$ cat config.mk
export PLATFORM = sky130hd
export DESIGN_NAME = serial_frame_deserializer
export DESIGN_NICKNAME = d
export VERILOG_FILES = /design/src/rtl/serial_frame_deserializer.sv
export SDC_FILE = /design/constraint.sdc
export NUM_CORES = 1
export LEC_CHECK = 0
export ABC_AREA = 1
export BUFFER_PORTS_ARGS = -buffer_cell sky130_fd_sc_hd__buf_2
export CAP_MARGIN = 30
export CORE_MARGIN = 1
export CORE_UTILIZATION = 51
export DETAILED_ROUTE_END_ITERATION = 12
export GPL_ROUTABILITY_DRIVEN = 0
export PLACE_DENSITY = 0.83
export SETUP_SLACK_MARGIN = 0.1
export SYNTH_ARGS = -nofsm -noshare
export SYNTH_HDL_FRONTEND = slang
export SYNTH_SLANG_ARGS = --single-unit
export TNS_END_PERCENT = 10
$ cat constraint.sdc
create_clock -name clk -period 1.25 [get_ports clk]
set_input_delay 0.125 -clock clk [delete_from_list [all_inputs] [get_ports clk]]
set_output_delay 0.125 -clock clk [all_outputs]
set_load 0.01 [all_outputs]
$ cat src/rtl/serial_frame_deserializer.sv
// serial_frame_deserializer
//   Hunts a serial bit stream for SYNC_WORD (MSB first). Once the pattern is
//   found it collects FRAME_WORDS payload words of DATA_WIDTH bits each and
//   presents each word on a one-deep valid/ready output register.
//   Optional build macro: PARITY_CHECK_EN -- every payload word is followed by
//   one even-parity bit, and parity_err flags a mismatch for that word.
//
//   Output handshake: dout/dout_last/parity_err are valid while dout_valid=1
//   and hold stable until a cycle with dout_valid=1 and dout_ready=1 transfers
//   the word. A word that completes while the register is occupied and not
//   being drained is dropped and reported by a one-cycle overflow pulse.
module serial_frame_deserializer #(
   parameter int                    DATA_WIDTH  = 16,
   parameter int                    SYNC_WIDTH  = 8,
   parameter logic [SYNC_WIDTH-1:0] SYNC_WORD   = 8'hA5,
   parameter int                    FRAME_WORDS = 4
) (
   input  logic                  clk,
   input  logic                  resetn,
   input  logic                  din,
   input  logic                  din_valid,
   output logic [DATA_WIDTH-1:0] dout,
   output logic                  dout_valid,
   input  logic                  dout_ready,
   output logic                  dout_last,
   output logic                  parity_err,
   output logic                  overflow,
   output logic                  in_frame
);

`ifdef PARITY_CHECK_EN
   localparam int WORD_BITS = DATA_WIDTH + 1;
`else
   localparam int WORD_BITS = DATA_WIDTH;
`endif
   localparam int BCW = $clog2(WORD_BITS + 1);
   localparam int WCW = $clog2(FRAME_WORDS + 1);
   localparam logic [BCW-1:0] LAST_BIT  = BCW'(WORD_BITS - 1);
   localparam logic [WCW-1:0] LAST_WORD = WCW'(FRAME_WORDS - 1);

   typedef enum logic {
      S_HUNT    = 1'b0,
      S_COLLECT = 1'b1
   } state_t;

   state_t                r_state;
   state_t                w_state_next;
   logic [SYNC_WIDTH-1:0] r_hist;
   logic [DATA_WIDTH-1:0] r_word;
   logic [BCW-1:0]        r_bit_cnt;
   logic [WCW-1:0]        r_word_cnt;
`ifdef PARITY_CHECK_EN
   logic                  r_par;
`endif

   logic [DATA_WIDTH-1:0] r_dout;
   logic                  r_dout_valid;
   logic                  r_dout_last;
   logic                  r_parity_err;
   logic                  r_overflow;

   logic [SYNC_WIDTH-1:0] w_hist_shift;
   logic [DATA_WIDTH-1:0] w_word_shift;
   logic                  w_sync_hit;
   logic                  w_shift_data;
   logic                  w_word_done;
   logic                  w_frame_done;
   logic                  w_load;
   logic [DATA_WIDTH-1:0] w_done_word;
   logic                  w_done_perr;
   logic                  w_in_frame;

   // Shift helpers; width-1 registers simply take the new bit.
   generate
      if (SYNC_WIDTH == 1) begin : g_hist_w1
         assign w_hist_shift = din;
      end else begin : g_hist_wn
         assign w_hist_shift = {r_hist[SYNC_WIDTH-2:0], din};
      end
      if (DATA_WIDTH == 1) begin : g_word_w1
         assign w_word_shift = din;
      end else begin : g_word_wn
         assign w_word_shift = {r_word[DATA_WIDTH-2:0], din};
      end
   endgenerate

   assign w_sync_hit   = (r_state == S_HUNT) && din_valid && (w_hist_shift == SYNC_WORD);
   assign w_word_done  = (r_state == S_COLLECT) && din_valid && (r_bit_cnt == LAST_BIT);
   assign w_frame_done = w_word_done && (r_word_cnt == LAST_WORD);
   // A completed word lands if the register is empty or being drained this cycle.
   assign w_load       = w_word_done && (!r_dout_valid || dout_ready);

`ifdef PARITY_CHECK_EN
   // The trailing bit of each word is parity: it never enters the data register.
   assign w_shift_data = (r_bit_cnt < BCW'(DATA_WIDTH));
   assign w_done_word  = r_word;
   assign w_done_perr  = r_par ^ din;
`else
   assign w_shift_data = 1'b1;
   assign w_done_word  = w_word_shift;
   assign w_done_perr  = 1'b0;
`endif

   // State register.
   always_ff @(posedge clk) begin
      if (!resetn) r_state <= S_HUNT;
      else         r_state <= w_state_next;
   end

   // Next-state: lock on the sync pattern, release after the last word of the frame.
   always_comb begin
      w_state_next = r_state;
      case (r_state)
         S_HUNT:    if (w_sync_hit)   w_state_next = S_COLLECT;
         S_COLLECT: if (w_frame_done) w_state_next = S_HUNT;
         default:                     w_state_next = S_HUNT;
      endcase
   end

   // State-derived outputs.
   always_comb begin
      w_in_frame = 1'b0;
      if (r_state == S_COLLECT) w_in_frame = 1'b1;
   end

   // Sync history, word shift register and bit/word counters; all hold when din_valid=0.
   // History is cleared at lock and stays clear through COLLECT, so hunting
   // after a frame always starts from an empty history.
   always_ff @(posedge clk) begin
      if (!resetn) begin
         r_hist     <= '0;
         r_word     <= '0;
         r_bit_cnt  <= '0;
         r_word_cnt <= '0;
`ifdef PARITY_CHECK_EN
         r_par      <= 1'b0;
`endif
      end else if (din_valid) begin
         if (r_state == S_HUNT) begin
            if (w_sync_hit) begin
               r_hist     <= '0;
               r_word     <= '0;
               r_bit_cnt  <= '0;
               r_word_cnt <= '0;
`ifdef PARITY_CHECK_EN
               r_par      <= 1'b0;
`endif
            end else begin
               r_hist <= w_hist_shift;
            end
         end else begin
            if (w_shift_data) begin
               r_word <= w_word_shift;
`ifdef PARITY_CHECK_EN
               r_par  <= r_par ^ din;
`endif
            end
            if (w_word_done) begin
               r_bit_cnt <= '0;
`ifdef PARITY_CHECK_EN
               r_par     <= 1'b0;
`endif
               if (w_frame_done) begin
                  r_word_cnt <= '0;
                  r_hist     <= '0;
               end else begin
                  r_word_cnt <= r_word_cnt + WCW'(1);
               end
            end else begin
               r_bit_cnt <= r_bit_cnt + BCW'(1);
            end
         end
      end
   end

   // One-deep output register: load on completion when free, drop and flag otherwise.
   always_ff @(posedge clk) begin
      if (!resetn) begin
         r_dout       <= '0;
         r_dout_valid <= 1'b0;
         r_dout_last  <= 1'b0;
         r_parity_err <= 1'b0;
         r_overflow   <= 1'b0;
      end else begin
         r_overflow <= w_word_done && !w_load;
         if (w_load) begin
            r_dout       <= w_done_word;
            r_dout_valid <= 1'b1;
            r_dout_last  <= w_frame_done;
            r_parity_err <= w_done_perr;
         end else if (r_dout_valid && dout_ready) begin
            r_dout_valid <= 1'b0;
         end
      end
   end

   assign dout       = r_dout;
   assign dout_valid = r_dout_valid;
   assign dout_last  = r_dout_last;
   assign parity_err = r_parity_err;
   assign overflow   = r_overflow;
   assign in_frame   = w_in_frame;

endmodule

# After elaboration in Yosys (flattened, before gate mapping)
# Cells that the tools add are included.
totals:
  out_inout_bits: 21
  wordCells: 52
  input_bits: 5
  regBits: 50
op_classes:
  n_eq_ne: 5
  n_mux: 19
  bitwise_logic: 1
  n_reduce_logical: 16
  n_addsub: 2
ops:
  columns: ["cell", "n"]
  rows:
  - ["$mux 15", 2]
  - ["$mux 7", 4]
  - ["$mux 5", 3]
  - ["$mux 3", 4]
  - ["$eq 8x8->1 const B", 1]
  - ["$logic_and 1x1->1", 8]
  - ["$reduce_and 3->1", 2]
  - ["$add 5x1->5 const B", 1]
  - ["$eq 5x4->1 const B", 1]
  - ["$mux 1", 5]
  - ["$ne 2x1->1 const B", 2]
  - ["$reduce_bool 2->1", 2]
  - ["$add 3x1->3 const B", 1]
  - ["$eq 3x2->1 const B", 1]
  - ["$logic_not 1->1", 2]
  - ["$pmux 1 s2", 1]
  - ["$reduce_and 2->1", 1]
  - ["$logic_or 1x1->1", 1]
  - ["$not 1->1", 1]

# Depth between registers and ports, before layout
# Gate-level depths: netlist of run 1.
logic_depth:
  depth_word: 6
  ltp_mapped: 9
  mapped_depth_nobuf: 9

# Worst setup path after synthesis of run 1
# No wires, ideal clock.
synth_timing:
  path_type: "reg-to-reg"
  startpoint: "register r_bit_cnt[0]"
  endpoint: "register r_dout_last (netlist: dout_last)"
  required_time_ns: 1.131
  synth_period_minus_slack_ns: 1.366
  setup_time_ns: 0.119
  path_buffers: 1
  stages_incl_launch_ff: 8
  arrival_ns: 1.247
  path_slack_ns: -0.116
  cell_sequence: "dfxtp_1 > ha_1 > nand3_1 > nor2_2 > nand3_2 > buf_2 > o21ai_0 > a21oi_1"
synth_via:
  elab_chain_len: 3
  elab_cells_between_ends: 4
  classes_between: "eq/ne: 1; reduce/logical: 3"
synth_lines:
  columns: ["item", "line_no", "text"]
  rows:
  - ["start, declared", "50", "logic [BCW-1:0] r_bit_cnt;"]
  - ["start signal, assigned", "170", "r_bit_cnt <= r_bit_cnt + BCW'(1);"]
  - ["$eq 5x4->1 (*)", "88", "assign w_word_done = (r_state == S_COLLECT) && din_valid && (r_bit_cnt == LAST_BIT);"]
  - ["$logic_and 1x1->1 (*)", "88", null]
  - ["$logic_and 1x1->1 (on tied branches)", "89, 91", null]
  - ["end signal, assigned", "189", "r_dout_last <= w_frame_done;"]
  - ["end, declared", "58", "logic r_dout_last;"]
# Every way passes the cells marked *; elsewhere a longest branch is shown, timed or not.
# A chain may end at the register's enable or synchronous reset.

# Worst setup path in the final report of run 1
layout_timing:
  startpoint: "register r_bit_cnt[1]"
  endpoint: "register r_dout[13] (netlist: dout[13])"
layout_via:
  elab_chain_len: 3
layout_lines:
  columns: ["item", "line_no", "text"]
  rows:
  - ["$eq 5x4->1", "88", null]
  - ["$logic_and 1x1->1", "88", null]
  - ["$logic_and 1x1->1", "91", "assign w_load = w_word_done && (!r_dout_valid || dout_ready);"]
  - ["end signal, assigned", "187", "r_dout <= w_done_word;"]
  - ["end, declared", "56", "logic [DATA_WIDTH-1:0] r_dout;"]
# Every way passes these cells.

==> results.md, run 1 <==
- The layout has 279 filler cells.
- Detailed routing placed a total of 2.348 mm of wire on met2.
- Setup repair after global routing could not meet its margin everywhere.
- For this run, the top clock speed supported by timing is 713.8 MHz.
- The number of primary I/O pins is 26.
- The final hold violation count is 0.
- Data on the critical path arrives at its endpoint at around 1.6 ns.
- The number of buffers inserted by port buffering is 24.
- The fraction of layout cells with a size suffix above 1 is 35.48%.
- The tightest min-delay check is of the input port to register type.
- Setup violations remaining at the end of the flow were counted as 29.
- The met1 routed wirelength after detailed routing is 2.017 mm.
- Dividing the detail-routed wire length by the instance count gives 13.02 µm.
- The top routing layer in use is met4.
- The total global routing overflow is 0.
- The number of standard-cell rows in the floorplan is 22.
- In this run the power density over the cells is ~1100 nW/µm².
- Synthesis produced 259 cells.
- The chip height is 65.43 µm.
- Summed over all cells, the static leakage comes to 1.025 nW.
- The type of element capturing the critical path is a register.
- The share of the clock period used by the worst path is 112.1%.
- The CTS tree is built.
- The final reports fail on negative setup slack.
- In this run the critical register-to-register path is captured at dout[13]$_SDFFE_PN0P_.
- The detailed-route via count is ~1800.
- The violation count after the first detailed-route iteration is 137.
- STA puts the critical path data required time at between 1 and 1.5 ns.
- The routed wire length is 4.660 mm.
- The cell area that synthesis handed to floorplanning was 2052 µm².
- The post-synthesis net count is 266.
- The max-capacitance violation count is 0.
- The deepest level of the CTS H-tree is 2.
- The largest net degree at the start of global routing is 25.
- The via count of the first global-routing pass was roughly 1700.
- The number of non-filler instances in the completed layout is 358.
- The buffer depth of the longest clock path is 2.
- The destination of the worst hold path is r_word[0]$_SDFFE_PN0P_.
- The number of diodes is 0.
- The depth of the worst register-to-register path is 7.
- The run finished, with violations left.
- The cts-stage hold buffer count is 0.
- The register-to-register setup slack is -0.15 ns.
- Clock tree synthesis found a total of 50 sinks.
- Global routing used 23.43% of the available tracks.
- STA classifies the critical path startpoint as a register.
- The worst setup path startpoint is r_bit_cnt[1]$_SDFFE_PN0P_.
- The total DRC errors in the routed layout is 0.
- Across the whole layout, storage elements account for 1008 µm².
- The total number of nets in the final design is 316.
- After clock tree synthesis, the clock-pin slew on the worst setup and hold paths is 0.10 ns.
- Summed over its instances, the top area cell type makes up 48.78% of the synthesized netlist area.
- The count of cell types in the netlist is 29.
- In the detailed route, the total length drawn on met3 is 168 µm.
- In this run the worst path has a maximum fanout of 5.
- The number of detailed-routing iterations run before antenna repair is 5.
- The launch instance of the worst min-delay path is din.
- The sum of internal, switching and leakage power is approximately 2.8 mW.
- The area added between synthesis and finish is 28.78%.
- The critical path is of the register to register type.
- The post-synthesis area per instance is 7.923 µm².
- The starting utilization of the core area is 54.41%.
- Summed over all nets, the half-perimeter wirelength after detailed placement is approximately 2.9 mm.
- For the final database, setup skew stands at around 0.0094 ns.
- The synthesized design spends more area on one cell type than any other, namely sky130_fd_sc_hd__dfxtp_1.
- The launch instance of the worst register-to-register path is r_bit_cnt[1]$_SDFFE_PN0P_.
- Sequential elements use between 40% and 50% of the synthesized area.
- Dividing the detail-routed via count by the number of cells gives 5.103.
- The global-route wire length before repair is about 7.6 mm.
- The worst path in the final design needs a cycle of around 1.4 ns, including I/O delays and setup.
- The number of max-slew violations in the final report is 0.
- In the post-synthesis netlist, the biggest area contributors are sky130_fd_sc_hd__dfxtp_1 49%, sky130_fd_sc_hd__nand2_1 9.0%, sky130_fd_sc_hd__a21oi_1 8.5%, sky130_fd_sc_hd__inv_1 6.0%, sky130_fd_sc_hd__o21ai_0 4.4%.
- The die span in x is 65.43 µm.
- The core region is about 3800 µm².
- Once routing completed, OpenROAD measured the worst setup slack at -0.1510 ns.
- In this run, synthesis produced a sequential element count of 50.
- The number of stages on the worst hold path is 3.
- The floorplan step defined a die boundary enclosing approximately 4300 µm².
- The count of nets left with antenna violations once routing finished came out at 0.
- IR analysis of the VDD net gives a maximum drop of 0.0006648 V.
- In the final layout, the multi-input gates occupy about 980 µm².
- For the worst-skew pair, the clock arrives at the later sink with an insertion delay of 0.31 ns.
- For this run, the number of Yosys warnings is 0.
- After detailed placement, the design holds a cell count of 347.
- The buffer type at the clock tree root is sky130_fd_sc_hd__clkbuf_8.
- The initial antenna violation count came to 0.
- In this run, CTS created clock tree buffers numbering 5.
[power by group]
group | total, mW | switching [mW] | leakage, nW | internal [mW]
sequential | 1.60 | 0.00510 | 0.406 | 1.60
clock | 1.14 | 0.541 | 0.0547 | 0.597
combinational | 0.104 | 0.0707 | 0.565 | 0.0330
[per-layer routing]
layer  up-vias  GRT usage, %
li1        925             -
met1       845         26.54
met2        44         40.21
met3        13         5.729
met4         0         12.50
met5         -             0
[Yosys cell counts]
cell type,instances
sky130_fd_sc_hd__nor2_2,2
sky130_fd_sc_hd__nor3_1,1
sky130_fd_sc_hd__nand4_1,3
sky130_fd_sc_hd__nand3_1,9
sky130_fd_sc_hd__a21oi_1,35
sky130_fd_sc_hd__nand2_2,13
sky130_fd_sc_hd__nand3_2,1
sky130_fd_sc_hd__clkbuf_1,4
sky130_fd_sc_hd__nand2_1,49
sky130_fd_sc_hd__o21ai_0,18
sky130_fd_sc_hd__or2_2,1
sky130_fd_sc_hd__conb_1,1
sky130_fd_sc_hd__nand2_4,1
sky130_fd_sc_hd__dfxtp_1,50
sky130_fd_sc_hd__xor2_1,1
sky130_fd_sc_hd__clkinv_1,1
sky130_fd_sc_hd__xnor2_1,1
sky130_fd_sc_hd__a21oi_2,10
sky130_fd_sc_hd__buf_12,1
sky130_fd_sc_hd__inv_1,33
sky130_fd_sc_hd__clkbuf_2,1
sky130_fd_sc_hd__nor2_1,11
sky130_fd_sc_hd__inv_2,2
sky130_fd_sc_hd__nand3_4,1
sky130_fd_sc_hd__buf_4,1
sky130_fd_sc_hd__ha_1,2
sky130_fd_sc_hd__o21ai_1,2
sky130_fd_sc_hd__buf_2,3
sky130_fd_sc_hd__buf_6,1
[worst max-delay path, cell delays in order (launching register included)]
cell                      delay [ns]
sky130_fd_sc_hd__dfxtp_2        0.36
sky130_fd_sc_hd__ha_4           0.15
sky130_fd_sc_hd__nand3_4        0.09
sky130_fd_sc_hd__nor2_4         0.14
sky130_fd_sc_hd__buf_4          0.16
sky130_fd_sc_hd__nand3_4        0.12
sky130_fd_sc_hd__o21ai_1        0.21
sky130_fd_sc_hd__a21oi_1        0.08
[repair_timing]
action	4_1_cts	5_1_grt
gates cloned	2	0
resized for setup	13	7
buffers inserted	1	0
endpoints found under the setup margin	50	50
pin swaps	4	2
[worst max-delay path by stage]
stage	endpoint	slack, ns	depth (start not counted)
global route	r_word_cnt[1]$_SDFFE_PN0P_	-0.21	8
detailed placement	dout[5]$_SDFFE_PN0P_	-0.13	6
floorplan	r_word[10]$_SDFFE_PN0P_	-0.02	9
finish	dout[13]$_SDFFE_PN0P_	-0.15	7
CTS	r_word_cnt[1]$_SDFFE_PN0P_	-0.08	8
global placement	dout[7]$_SDFFE_PN0P_	-0.08	6
[kinds of logic after synthesis]
kind of cell	count (synthesis)	share of synthesized area (%)
compound gates	65	17.68
xor+xnor	2	0.8538
fa+ha+maj	2	1.219
buf+inv	47	10.18
flops	50	48.78
other cells	1	0.1828
simple gates	92	21.10
[per-stage QoR]
stage	setup TNS (ns)	utilization (%)	setup WS [ns]	area, µm²	hold slack [ns]
after floorplan	-0.3749	-	-0.02380	2133	0.2634
after global placement	-1.196	64.37	-0.07904	2427	0.4311
after detailed placement	-2.151	64.37	-0.1301	2427	0.4325
after CTS	-1.231	69.38	-0.07974	2616	0.1191
after global routing	-4.429	70.07	-0.2086	2643	0.1349
final	-1.317	70.07	-0.1510	2643	0.1269
[layout by cell type, fill, tap and decap left out, types with 10 or more instances in the layout]
master | synthesis | layout
sky130_fd_sc_hd__nand2_1 | 49 | 46
sky130_fd_sc_hd__dfxtp_1 | 50 | 46
sky130_fd_sc_hd__inv_1 | 33 | 33
sky130_fd_sc_hd__a21oi_1 | 35 | 33
sky130_fd_sc_hd__buf_4 | 1 | 26
sky130_fd_sc_hd__buf_2 | 3 | 24
sky130_fd_sc_hd__nand2_2 | 13 | 13
sky130_fd_sc_hd__a21oi_2 | 10 | 12
sky130_fd_sc_hd__o21ai_1 | 2 | 11
sky130_fd_sc_hd__nor2_1 | 11 | 10
[state kept, by name, summed over array words and instances (netlist names)]
register	count
r_word_cnt	3
dout_last	1
overflow	1
dout	16
r_bit_cnt	5
r_state	1
r_word	15
r_hist	7
dout_valid	1
[layout make-up]
type                    count  share of cell area (%)
clock inverters             3                   1.657
multi-input cells         164                   37.12
repair buffers             52                   12.78
well taps                  48                   2.273
inverters                  36                   5.398
flip-flops and latches     50                   38.16
clock buffers               5                   2.604
No activity file was read; power rests on OpenSTA's default activity.
==> run 2, diff against run 1 <==
--- a/config.mk
+++ b/config.mk
@@ -8,6 +8,7 @@
 export ABC_AREA = 1
 export BUFFER_PORTS_ARGS = -buffer_cell sky130_fd_sc_hd__buf_2
 export CAP_MARGIN = 30
+export CORE_ASPECT_RATIO = 1.2
 export CORE_MARGIN = 1
 export CORE_UTILIZATION = 51
 export DETAILED_ROUTE_END_ITERATION = 12
==> run 2 against run 1 <==
Against the previous run:
- largest power group unchanged
- fmax decreased by 2.5%
- the flow still finishes with violations (negative setup slack)
- non-clock buffer count increased by 2
- critical path type unchanged
- critical path depth increased by 1
==> results.md, run 2 (synthesis results as in run 1) <==
- The flow ran to the end, but the final reports show violations.
- The final reports fail on negative setup slack.
- In this run the worst hold path is classified as input port to register.
- The flip-flop count of the largest register, all copies and words added came to 16 (unchanged).
- The buffer type at the clock tree root is sky130_fd_sc_hd__clkbuf_8.
- The total clock buffers created by CTS is 5 (unchanged).
- The chip height was 71.49 µm (+9.3%).
- The number of standard-cell rows in the floorplan is 24 (+9.1%).
- The routed wire length is 5.248 mm (+13%).
- The detailed-route via count is 1932 (+5.7%).
- The largest individual stage delay along the critical path comes from the cell sky130_fd_sc_hd__dfxtp_2.
- STA classifies the critical path startpoint as a register.
- The number of detailed-routing iterations run before antenna repair came to 5 (unchanged).
- The final hold violation count is 0 (unchanged).
- The launch instance of the worst register-to-register path is r_bit_cnt[0]$_SDFFE_PN0P_.
- The number of buffers inserted by port buffering was 24 (unchanged).
- The power share of the sequential group is 58.7% (+2.4 points).
- The clock period minus worst slack is 1.437 ns (+0.03640 ns).
- The post-route standard cell area excluding fillers is 2718 µm² (+2.8%).
- The delay of the slowest cell on the worst path is 0.36 ns (about the same).
- The setup slack of the critical path after layout is -0.1874 ns (-0.03640 ns).
- The starting utilization of the core area is 54.67% (+0.25 points).
- The number of stages on the worst hold path is 3 (unchanged).
- The total global routing overflow came to 0 (unchanged).
- The deepest level of the CTS H-tree came to 2 (unchanged).
- The total power divided by cell area is 1004 nW/µm² (-6.7%).
- The clock-pin transition on the worst setup and hold timing paths is 0.09 ns (about the same).
- The setup slack at placement is -0.1916 ns (-0.06156 ns).
- The average wire length per cell after detail routing came to 14.38 µm (+10%).
- The area of the placeable core was 3754 µm² (-0.46%).
- The combined buffer and inverter count along the critical path is 2 (+1).
- The global-route wire length before repair is 8.086 mm (+6.6%).
- The number of sinks driven by the clock tree is 50 (unchanged).
- The number of max-slew violations in the final report is 0 (unchanged).
- Relative to the synthesized area, the layout overhead comes to 32.44%.
- The sum of internal, switching and leakage power is 2.728 mW (-4.1%).
- The critical path data required time is 1.50 ns (+0.05 ns).
- The worst voltage drop across the vdd grid is 0.0009027 V (+36%).
- The number of primary I/O pins came to 26 (unchanged).
- The internal power contribution was 2.094 mW (-5.9%).
- The highest achievable clock rate is 695.7 MHz (-2.5%).
- The number of diodes is 0 (unchanged).
- The share of the clock period used by the worst path came to 115.0% (+2.9 points).
- The share of total power in combinational logic is 4.3% (+0.7 points).
- The capturing point of the worst reg2reg path is r_word_cnt[2]$_SDFFE_PN0P_.
- The total number of cells along the worst setup path is 8 (+1).
- The fraction of layout cells with a size suffix above 1 is 40.26% (+4.8 points).
- The register-to-register setup slack is -0.19 ns (-0.04 ns).
- The setup skew after layout is 0.01113 ns (+0.001709 ns).
- The type of element capturing the critical path is a register.
- The half-perimeter wire length after placement is 2.950 mm (+2.9%).
- The destination of the worst hold path is r_hist[1]$_SDFFE_PN0P_.
- The clock latency at the later pin of the worst-skew pair is 0.31 ns (about the same).
- The die span in x is 59.91 µm (-8.4%).
- The largest net degree at the start of global routing is 27 (+8.0%).
- Leaving out fill and tap cells, the most frequent cell in the layout is sky130_fd_sc_hd__nand2_1.
- The remaining antenna violation count after routing was 0 (unchanged).
- Setup repair after global routing could not meet its margin everywhere.
- The net switching power figure is 0.6334 mW (+2.6%).
- The via count of the first global-routing pass is 1853 (+8.4%).
- The violation count after the first detailed-route iteration is 139 (+1.5%).
- The data arrival at the endpoint of the critical path came to 1.69 ns (+0.09 ns).
- By startpoint and endpoint, the worst setup path is classified as register to register.
- The die footprint is 4282 µm² (about the same).
- The depth of the worst register-to-register path is 8 (+1).
- The buffer depth of the longest clock path is 2 (unchanged).
- The switching share of power came to 23.22% (+1.5 points).
- The initial antenna violation count was 0 (unchanged).
- The largest fanout on the critical path was 4 (-1).
- The kind of cell adding the most delay to the critical path is simple AND/OR/NAND/NOR gates.
- The total number of nets in the final design is 319 (+0.95%).
- The vias per cell is 5.293 (+3.7%).
- The relative contribution of the clock network to total power is 37.0% (-3.0 points).
- The launch instance of the worst min-delay path is din_valid.
- In the layout the commonest cells are 47 x sky130_fd_sc_hd__nand2_1, 46 x sky130_fd_sc_hd__dfxtp_1, 33 x sky130_fd_sc_hd__inv_1, 28 x sky130_fd_sc_hd__a21oi_1, 25 x sky130_fd_sc_hd__buf_4.
- Traced cell by cell, the critical path runs through ha_4 -> nand3_4 -> nor2_4 -> buf_6 -> nand4_1 -> o21ai_1 -> nand2_1 -> inv_1.
- The cell area after placement is 2445 µm² (+0.72%).
- The max-capacitance violation count was 0 (unchanged).
- The global router's overall resource usage is 25.23% (+1.8 points).
- The final worst hold slack is 0.1340 ns (+0.007085 ns).
- The static leakage is 1.042 nW (+1.6%).
- The count of final setup violators came to 37 (+28%).
- The final core utilization came to 72.40% (+2.3 points).
- The CTS tree is built.
- The total DRC errors in the routed layout is 0 (unchanged).
run 2: worst reg2reg max path, stage by stage (launching register included):
cell and delay (ns):
sky130_fd_sc_hd__dfxtp_2 0.36, sky130_fd_sc_hd__ha_4 0.16, sky130_fd_sc_hd__nand3_4 0.08, sky130_fd_sc_hd__nor2_4 0.20, sky130_fd_sc_hd__buf_6 0.13, sky130_fd_sc_hd__nand4_1 0.14
sky130_fd_sc_hd__o21ai_1 0.18, sky130_fd_sc_hd__nand2_1 0.08, sky130_fd_sc_hd__inv_1 0.06
run 2: worst max-delay path by stage:
stage | from | slack, ns | endpoint
after floorplan | r_state$_SDFF_PN0_ | -0.02 | r_word[10]$_SDFFE_PN0P_
after global placement | r_bit_cnt[1]$_SDFFE_PN0P_ | -0.11 | dout[14]$_SDFFE_PN0P_
after detailed placement | r_bit_cnt[1]$_SDFFE_PN0P_ | -0.19 | dout[12]$_SDFFE_PN0P_
after CTS | r_bit_cnt[1]$_SDFFE_PN0P_ | -0.14 | r_word_cnt[2]$_SDFFE_PN0P_
after global routing | r_bit_cnt[0]$_SDFFE_PN0P_ | -0.25 | r_word_cnt[2]$_SDFFE_PN0P_
final | r_bit_cnt[0]$_SDFFE_PN0P_ | -0.19 | r_word_cnt[2]$_SDFFE_PN0P_
run 2: through the flow:
step | std cells | TNS [ns]
final | 365 | -3.836
after global routing | 365 | -7.055
after CTS | 364 | -2.764
after detailed placement | 351 | -3.060
after global placement | 351 | -1.832
after floorplan | 259 | -0.3749
run 2: power by group through the flow:
stage                     clock (mW)  sequential, mW  combinational [mW]
final                           1.01            1.60               0.118
after global routing            1.09            1.60               0.132
after CTS                       1.02            1.60               0.107
after detailed placement           0            1.64               0.104
after global placement             0            1.64               0.102
after floorplan                    0            1.64              0.0675
run 2: repair_timing:
item | in CTS | in global routing
buffers inserted | 2 | 0
endpoints found under the hold margin | 0 | 0
gates resized for setup | 10 | 26
pin swaps | 5 | 5
hold buffers | 0 | 0
endpoints found under the setup margin | 49 | 50
cloned | 3 | 1
run 2: layout make-up:
| type | instances | area [µm²] |
|---|---|---|
| Clock buffer | 6 | 82.58 |
| Timing Repair Buffer | 54 | 372.9 |
| Multi-Input combinational cell | 165 | 1028 |
| Tap cell | 52 | 65.06 |
| Sequential cell | 50 | 1008 |
| Clock inverter | 2 | 17.52 |
| Fill cell | 255 | 1036 |
| Inverter | 36 | 142.6 |
run 2: routing by layer:
metal | global-route usage [%] | up-vias | part of all wire, %
met5 | 0 | - | 0
met4 | 13.70 | 0 | 2.5
met3 | 5.957 | 12 | 4.1
met2 | 40.37 | 64 | 53
met1 | 30.80 | 919 | 41
li1 | - | 937 | -
==> run 3, diff against run 2 <==
--- a/config.mk
+++ b/config.mk
@@ -8,12 +8,12 @@
 export ABC_AREA = 1
 export BUFFER_PORTS_ARGS = -buffer_cell sky130_fd_sc_hd__buf_2
 export CAP_MARGIN = 30
-export CORE_ASPECT_RATIO = 1.2
 export CORE_MARGIN = 1
 export CORE_UTILIZATION = 51
+export CTS_CLUSTER_SIZE = 8
 export DETAILED_ROUTE_END_ITERATION = 12
 export GPL_ROUTABILITY_DRIVEN = 0
-export PLACE_DENSITY = 0.83
+export PLACE_DENSITY_LB_ADDON = 0.3
 export SETUP_SLACK_MARGIN = 0.1
 export SYNTH_ARGS = -nofsm -noshare
 export SYNTH_HDL_FRONTEND = slang
==> run 3 against run 2 <==
Against the previous run:
- the flow still finishes with violations (negative setup slack)
- clock skew decreased by 0.0051 ns
- fmax rose by 5.6%
- setup slack improved by 0.076 ns
- first-iteration DRC count shrank 29%
- global-route usage down 4.0 points
- die area hardly changed
- core utilization is 3.7 points lower
- wire length shrank 21%
- final cell count fell by 2.2%
- via count shrank 8.7%
- critical path type unchanged
==> results.md, run 3 (synthesis results as in run 1) <==
- The setup skew after layout is 0.005996 ns (-0.005136 ns).
- The cts-stage hold buffer count is 0 (unchanged).
- The number of buffers inserted by port buffering is 24 (unchanged).
- The violation count after the first detailed-route iteration is 98 (-29%).
- The highest achievable clock rate is 734.7 MHz (+5.6%).
- The area added between synthesis and finish is 26.28%.
- STA classifies the critical path endpoint as a register.
- The setup slack at placement is -0.1657 ns (+0.02596 ns).
- The max-capacitance violation count came to 0 (unchanged).
- The cell area after placement is 2412 µm² (-1.3%).
- The number of detailed-routing iterations run before antenna repair is 4 (-1).
- The count of final setup violators is 24 (-35%).
- The total power divided by cell area was 1016 nW/µm² (+1.3%).
- The vias per cell is 4.941 (-6.6%).
- The buffer depth of the longest clock path was 2 (unchanged).
- The clock-pin transition on the worst setup and hold timing paths is 0.09 ns (about the same).
- The final hold violation count is 0 (unchanged).
- The root buffer cell chosen for the clock tree is sky130_fd_sc_hd__clkbuf_8.
- The category of the worst setup path launch point is a register.
- The fraction of layout cells with a size suffix above 1 is 34.95% (-5.3 points).
- The detailed-route via count is 1764 (-8.7%).
- The number of sinks driven by the clock tree came to 50 (unchanged).
- The die footprint is 4281 µm² (about the same).
- The initial antenna violation count came to 0 (unchanged).
- The post-route standard cell area excluding fillers is 2591 µm² (-4.7%).
- The sum of internal, switching and leakage power was 2.633 mW (-3.5%).
- The min-delay analysis places its worst path in the category input port to register.
- The critical path class is register to register.
- Setup repair after global routing could not meet its margin everywhere.
- The largest net degree at the start of global routing is 25 (-7.4%).
- The run finished, with violations left.
- The half-perimeter wire length after placement is 2.852 mm (-3.3%).
- The via count of the first global-routing pass is 1612 (-13%).
- The starting utilization of the core area came to 54.41% (-0.25 points).
- The clock period minus worst slack came to 1.361 ns (-0.07632 ns).
- The static leakage is 1.019 nW (-2.2%).
- The total number of nets in the final design was 315 (-1.3%).
- The number of cells after detailed placement came to 345 (-1.7%).
- The remaining antenna violation count after routing is 0 (unchanged).
- The total global routing overflow came to 0 (unchanged).
- The total DRC errors in the routed layout is 0 (unchanged).
- The library cells used most frequently in the layout, excluding fill and tap cells, are 46 x sky130_fd_sc_hd__nand2_1, 46 x sky130_fd_sc_hd__dfxtp_1, 33 x sky130_fd_sc_hd__inv_1, 31 x sky130_fd_sc_hd__a21oi_1, 26 x sky130_fd_sc_hd__buf_4.
- The CTS tree is built.
- The deepest level of the CTS H-tree was 2 (unchanged).
- The share of the clock period used by the worst path is 108.9% (-6.1 points).
- The clock latency at the later pin of the worst-skew pair is 0.30 ns (about the same).
- The total clock buffers created by CTS came to 5 (unchanged).
- The data arrival at the endpoint of the critical path is 1.61 ns (-0.08 ns).
- The die span in x came to 65.43 µm (+9.2%).
- The worst voltage drop across the vdd grid is 0.0004723 V (-48%).
- The number of diodes is 0 (unchanged).
- The setup slack of the critical path after layout is -0.1110 ns (+0.07632 ns).
- The average wire length per cell after detail routing is 11.69 µm (-19%).
- The checks that failed: negative setup slack.
- The final core utilization came to 68.71% (-3.7 points).
- The chip height is 65.43 µm (-8.5%).
- The largest fanout on the critical path is 4 (unchanged).
- The number of primary I/O pins is 26 (unchanged).
- The area of the placeable core was 3771 µm² (+0.47%).
- The routed wire length is 4.172 mm (-21%).
- The flip-flop count of the largest register, all copies and words added is 16 (unchanged).
- The number of standard-cell rows in the floorplan is 22 (-8.3%).
- The global router's overall resource usage is 21.27% (-4.0 points).
- The global-route wire length before repair is 6.989 mm (-14%).
- The number of max-slew violations in the final report is 0 (unchanged).
- The number of non-filler instances in the completed layout was 357 (-2.2%).
- The critical path data required time was 1.50 ns (about the same).
-- run 3: cell types whose count changed in the layout (fill, tap and decap cells not counted), sizes merged --
cell / delta
buf: -2
nand3: -2
clkbuf: -1
clkinvlp: +1
-- run 3: final timing paths --
path                                  start                         end  slack (ns)  depth (start not counted)
hold reg to reg        dout[7]$_SDFFE_PN0P_        dout[7]$_SDFFE_PN0P_        0.45                          2
hold / removal                       resetn      r_word[1]$_SDFFE_PN0P_        0.12                          3
setup / recovery  r_bit_cnt[1]$_SDFFE_PN0P_  r_word_cnt[2]$_SDFFE_PN0P_       -0.11                          8
setup reg to reg  r_bit_cnt[1]$_SDFFE_PN0P_  r_word_cnt[2]$_SDFFE_PN0P_       -0.11                          8
-- run 3: critical path: stages, from the launching register on --
cell and delay, ns:
sky130_fd_sc_hd__dfxtp_2 0.36, sky130_fd_sc_hd__ha_4 0.15, sky130_fd_sc_hd__nand3_4 0.08, sky130_fd_sc_hd__nor2_4 0.15, sky130_fd_sc_hd__buf_6 0.12, sky130_fd_sc_hd__nand4_1 0.15
sky130_fd_sc_hd__o21ai_1 0.18, sky130_fd_sc_hd__nand2_1 0.07, sky130_fd_sc_hd__inv_1 0.05
-- run 3: per-layer routing --
layer	GRT usage (%)	vias up	wire, µm
met1	28.43	799	2094
met2	33.89	39	1875
met4	7.609	0	44
li1	-	921	-
met5	0	-	0
met3	4.167	5	158
-- run 3: what timing repair did --
action                     4_1_cts  5_1_grt
setup endpoints to repair       50       50
gates resized for setup         10        8
pin swaps                        4        5
buffers inserted                 3        0
cloned                           1        0
-- run 3: report_power, final --
group / leakage (nW) / internal [mW] / switching [mW]
Clock: 0.0441 / 0.394 / 0.533
Sequential: 0.406 / 1.60 / 0.00444
Combinational: 0.569 / 0.0365 / 0.0691
Total: 1.02 / 2.03 / 0.607
-- run 3: through the flow --
stage / hold slack, ns / setup TNS, ns
floorplan: 0.2634 / -0.3749
global placement: 0.4220 / -2.176
detailed placement: 0.4284 / -3.078
CTS: 0.1101 / -1.325
global route: 0.1319 / -5.136
finish: 0.1177 / -1.215
-- run 3: layout make-up --
cell class,instances,area (µm²)
fillers,301,1180
inverters,36,142.6
flip-flops and latches,50,1008
clock inverters,3,21.27
repair buffers,52,341.6
clock buffers,5,68.82
multi-input cells,163,948.4
well taps,48,60.06
